==> config.mk <==
export PLATFORM = sky130hd
export DESIGN_NAME = pa_resp_buffer
export DESIGN_NICKNAME = d
export VERILOG_FILES = /design/src/rtl/pwu_pkg.sv /design/src/rtl/sync_fifo_fwft.sv /design/src/rtl/pa_resp_buffer.sv
export SDC_FILE = /design/constraint.sdc
export NUM_CORES = 1
export LEC_CHECK = 0
export BUFFER_PORTS_ARGS = -buffer_cell sky130_fd_sc_hd__buf_2
export CAP_MARGIN = 20
export CORE_ASPECT_RATIO = 0.75
export CORE_MARGIN = 10
export CORE_UTILIZATION = 58
export CTS_BUF_LIST = sky130_fd_sc_hd__clkbuf_4
export DETAILED_ROUTE_END_ITERATION = 16
export PLACE_DENSITY_LB_ADDON = 0.1
export RECOVER_POWER = 100
export SLEW_MARGIN = 10
export SYNTH_ARGS = -nofsm -noshare
export SYNTH_HDL_FRONTEND = slang
export SYNTH_SLANG_ARGS = --single-unit
export TNS_END_PERCENT = 100
==> constraint.sdc <==
create_clock -name clk_i -period 4 [get_ports clk_i]
set_input_delay 0.4 -clock clk_i [delete_from_list [all_inputs] [get_ports clk_i]]
set_output_delay 0.4 -clock clk_i [all_outputs]
set_load 0.02 [all_outputs]
==> src/rtl/pwu_pkg.sv <==
// Shared types and helpers for the PWU walker response path.
package pwu_pkg;

   localparam int PA_W = 28;

   typedef struct packed {
      logic            fault;
      logic [PA_W-1:0] pa;
   } pa_entry_t;

   // Increments val unless it has already reached max; callers pass the all-ones value of their width.
   function automatic logic [31:0] sat_inc(input logic [31:0] val, input logic [31:0] max);
      return (val >= max) ? val : val + 32'd1;
   endfunction

endpackage

==> src/rtl/sync_fifo_fwft.sv <==
// Generic first-word-fall-through FIFO: the head entry is always visible on rd_data_o while not empty.
module sync_fifo_fwft #(
   parameter  int DEPTH = 4,
   parameter  int WIDTH = 29,
   localparam int PTR_W = $clog2(DEPTH),
   localparam int CNT_W = $clog2(DEPTH + 1)
) (
   input  logic             clk_i,
   input  logic             reset_i,
   input  logic             clr_i,
   input  logic             wr_en_i,
   input  logic [WIDTH-1:0] wr_data_i,
   input  logic             rd_en_i,
   output logic [WIDTH-1:0] rd_data_o,
   output logic [CNT_W-1:0] count_o,
   output logic             full_o,
   output logic             empty_o
);

   logic [WIDTH-1:0] mem_q [DEPTH];
   logic [PTR_W-1:0] wptr_q, wptr_d;
   logic [PTR_W-1:0] rptr_q, rptr_d;
   logic [CNT_W-1:0] count_q, count_d;

   always_comb begin
      wptr_d  = wptr_q;
      rptr_d  = rptr_q;
      count_d = count_q;
      if (clr_i) begin
         wptr_d  = '0;
         rptr_d  = '0;
         count_d = '0;
      end else begin
         if (wr_en_i) wptr_d = wptr_q + PTR_W'(1);
         if (rd_en_i) rptr_d = rptr_q + PTR_W'(1);
         if (wr_en_i && !rd_en_i)      count_d = count_q + CNT_W'(1);
         else if (rd_en_i && !wr_en_i) count_d = count_q - CNT_W'(1);
      end
   end

   always_ff @(posedge clk_i) begin
      if (reset_i) begin
         wptr_q  <= '0;
         rptr_q  <= '0;
         count_q <= '0;
      end else begin
         wptr_q  <= wptr_d;
         rptr_q  <= rptr_d;
         count_q <= count_d;
      end
   end

   // Storage carries no reset; its contents only matter once count_q says so.
   always_ff @(posedge clk_i) begin
      if (wr_en_i && !clr_i) mem_q[wptr_q] <= wr_data_i;
   end

   assign rd_data_o = mem_q[rptr_q];
   assign count_o   = count_q;
   assign full_o    = (count_q == CNT_W'(DEPTH));
   assign empty_o   = (count_q == '0);

endmodule

==> src/rtl/pa_resp_buffer.sv <==
// Buffers walker translations for the PA consumer, back-pressures the walker via stall_o,
// and keeps a saturating fault counter plus a sticky overflow flag.
module pa_resp_buffer
   import pwu_pkg::*;
#(
   parameter  int DEPTH        = 4,
   parameter  int STALL_MARGIN = 1,
   parameter  int FCNT_W       = 16,
   localparam int CNT_W        = $clog2(DEPTH + 1)
) (
   input  logic              clk_i,
   input  logic              reset_i,
   input  logic [PA_W-1:0]   pa_i,
   input  logic              pa_fault_i,
   input  logic              pa_vld_i,
   output logic              pa_rdy_o,
   output logic              stall_o,
   input  logic              flush_i,
   output logic [PA_W-1:0]   out_pa_o,
   output logic              out_fault_o,
   output logic              out_vld_o,
   input  logic              out_rdy_i,
   output logic [FCNT_W-1:0] fault_cnt_o,
   output logic              overflow_o,
   output logic [CNT_W-1:0]  count_o
);

   localparam logic [31:0] FCNT_MAX = 32'((64'd1 << FCNT_W) - 64'd1);

   pa_entry_t         wr_entry, rd_entry;
   logic [CNT_W-1:0]  count;
   logic              full, empty, wr, rd;
   logic [FCNT_W-1:0] fault_cnt_q, fault_cnt_d;
   logic              overflow_q, overflow_d;

   assign wr_entry = '{fault: pa_fault_i, pa: pa_i};
   assign wr       = pa_vld_i && !full && !flush_i;
   assign rd       = !empty && out_rdy_i && !flush_i;

   sync_fifo_fwft #(
      .DEPTH (DEPTH),
      .WIDTH ($bits(pa_entry_t))
   ) u_fifo (
      .clk_i     (clk_i),
      .reset_i   (reset_i),
      .clr_i     (flush_i),
      .wr_en_i   (wr),
      .wr_data_i (wr_entry),
      .rd_en_i   (rd),
      .rd_data_o (rd_entry),
      .count_o   (count),
      .full_o    (full),
      .empty_o   (empty)
   );

   always_comb begin
      fault_cnt_d = fault_cnt_q;
      overflow_d  = overflow_q;
      if (wr && pa_fault_i) fault_cnt_d = FCNT_W'(sat_inc(32'(fault_cnt_q), FCNT_MAX));
      if (pa_vld_i && full && !flush_i) overflow_d = 1'b1;
   end

   always_ff @(posedge clk_i) begin
      if (reset_i) begin
         fault_cnt_q <= '0;
         overflow_q  <= 1'b0;
      end else begin
         fault_cnt_q <= fault_cnt_d;
         overflow_q  <= overflow_d;
      end
   end

   assign pa_rdy_o    = !full;
   // Free entries <= margin, rewritten as a compare on occupancy.
   assign stall_o     = (count >= CNT_W'(DEPTH - STALL_MARGIN));
   assign out_vld_o   = !empty;
   assign out_pa_o    = rd_entry.pa;
   assign out_fault_o = rd_entry.fault;
   assign fault_cnt_o = fault_cnt_q;
   assign overflow_o  = overflow_q;
   assign count_o     = count;

endmodule
==> results.tsv <==
metric	value	unit
Die Area	13900	um2
DRT iter0 DRCs	243	
smallest hold slack	0.146	ns
Starting Density	60.4	%
power share of the clock group	38.4	%
Detail Route Antenna Nets	0	
post-route cell area	6330	um2
Core Region	9160	um2
Final Hold Fails	0	
Setup Skew	0.0140	ns
Netlist cell types	42	
fmax	316	MHz
first-pass GRT wire length	17800	um
H-tree level count	4	
crit path time final	3.17	ns
Critical Path Max Stage Delay	0.77	ns
Syn Inst Count	307	
CTS tree	built	
Max-Cap Viols	1	
WP data required	3.60	ns
worst slew pin tran	2.08	ns
Synth Flop Type	edfxtp_1	
DP Area	6080	um2
Total Nets Final	443	
Hold WC Path Type	input pin to flop	
post-synthesis sequential area ratio	72.4	%
EDFF count, synth	116	
crit path buf inv count	2	
Placer Congestion	0.774	
Sw Ratio	20.1	%
Post-synth ARST share	0	%
Vias per Instance	5.75	
slew margin rel.	-39.0	%
Die W	133	um
DRC viols	0	
Cell Area, Synth	5530	um2
Startpoint Class	flop	
most frequent cells in the layout	edfxtp_1, clkbuf_1, mux4_2, dfxtp_1, clkbuf_4	
Crit-path slowest cell	clkbuf_2	
DRT Pass-1 Iters	5	
status	finished, violations left	
vias in the first global route	3257	
final setup TNS	0	ns
Final WS setup	0.832	ns
Inst Count DP	510	
Post-CTS Resized	0	
fin crit share	79.2	%
syn nets	348	
CTS clk-pin slew, worst paths	0.12	ns
final wirelength	11000	um
Tot Pwr	2.86	mW
VDD IR max	0.376	mV
internal power	2.28	mW
Cell Chain, Critical Path	clkbuf_2 > mux4_2 > clkbuf_1	
largest net degree at the start of global routing	30	
initial antenna violation count	0	
share of power burned in registers	57.0	%
Sw Pwr	573	uW
Synth-to-Final Area Change	14.6	%
hpwl dp	7240	um
Max FO, Critical Path	22	
Die Ht	105	um
Syn. warnings	0	
Max Slew Vio Count	30	
delay-heaviest family, CP	buffers and inverters	
clock root buffer master	clkbuf_4	
Worst Path Class, Setup	flop to output pin	
failing checks	max-capacitance violations, max-slew violations	
io pins	86	
clock sink total	142	
RSZ-0062 raised after global routing	false	
PwrDens	451	nW/um2
pre-CTS WS	1.67	ns
combinational share of power	4.6	%
port buffer count	85	
worst-skew pair later-pin latency	0.50	ns
fin cells	543	
Crit. End Element	output pin	
worst-case clock buffer depth	2	
reg2reg setup slack	0.92	ns
Rows	30	
postcts setup bufs	0	
average size of a mapped cell	18.0	um2
Num CTS Buffers	17	
layout cells sized above 1	18.8	%
commonest non-fill, non-tap cell in the layout	edfxtp_1	
GRT overflow	0	
gr usage total	16.3	%
Hold Buf Count CTS	0	
crit path DAT	2.77	ns
drt wl/cell	20.2	um
ant diodes	0	
Leak	1.97	nW
via count	3122	
Core Util, Final	69.2	%
Synth Register Bits	142	
# setup viols final	0	
==> cell usage after synthesis, types with 2 or more instances <==
master	n	share of area, %
edfxtp_1	116	63
mux4_2	29	12
dfxtp_1	26	9.4
a21oi_1	13	1.2
nor2_1	13	0.88
nand2_1	10	0.68
o31ai_1	9	1.2
or4_1	8	1.1
clkbuf_1	7	0.48
ha_1	6	1.4
inv_1	6	0.41
nand4_1	6	0.68
nand3_1	5	0.45
and2_1	4	0.45
nor4_1	4	0.45
o21ai_0	4	0.36
or3_1	4	0.45
xor2_1	4	0.63
buf_2	3	0.27
and3_1	2	0.23
mux2_2	2	0.41
mux2i_1	2	0.36
nand4_2	2	0.45
nor2b_1	2	0.23
nor3_1	2	0.18
or3_2	2	0.27
==> logic make-up after synthesis <==
group,synth area share [%]
buf+inv,1.24
flops,72.4
simple gates,7.88
compound gates,3.35
fa+ha+maj,1.72
mux,12.6
xor+xnor,0.792
==> path summary, 6_finish.rpt <==
path	start	to	depth (start not counted)
setup reg to reg	u_fifo.count_o[0]$_SDFFE_PP0P_	u_fifo.mem_q[1][14]$_DFFE_PP_	3
hold reg to reg	overflow_o$_SDFFE_PP0P_	overflow_o$_SDFFE_PP0P_	2
hold / removal	pa_i[14]	u_fifo.mem_q[0][14]$_DFFE_PP_	1
setup / recovery	flop	out_pa_o[17]	3
==> final cells by class <==
class                   instances  area (um2)
flip-flops and latches        142        4000
fillers                       653        2830
multi-input cells             148        1450
repair buffers                 87         338
clock inverters                14         221
well taps                     128         160
clock buffers                  18         135
inverters                       6        22.5
==> sequential cells by signal (all words and copies together) (netlist names), named ones only <==
signal          cells
u_fifo.rptr_q       2
overflow_o          1
u_fifo.mem_q      116
u_fifo.wptr_q       2
u_fifo.count_o      3
fault_cnt_o        16
==> per-layer routing <==
metal,vias to the layer above,track usage [%],share of wire [%]
met5,-,0,0
met4,0,5.88,1.1
met3,13,5.55,5.9
met2,93,25.1,49
met1,1570,21.0,44
li1,1446,-,-
==> power groups by stage <==
| stage | registers [mW] | logic (mW) | clock network (mW) |
|---|---|---|---|
| 6_report | 1.63 | 0.132 | 1.10 |
| 5_1_grt | 1.63 | 0.145 | 1.19 |
| 4_1_cts | 1.63 | 0.140 | 1.12 |
| 3_5_place_dp | 1.66 | 0.140 | 0 |
| 3_3_place_gp | 1.66 | 0.137 | 0 |
| 2_1_floorplan | 1.66 | 0.0795 | 0 |
==> worst reg2reg max path: stages, from the launching register on <==
cell and delay, ns:
dfxtp_1 0.46, or3b_1 0.27, and3_1 0.34, and2_0 1.58
(Power assumes the default switching activity.)
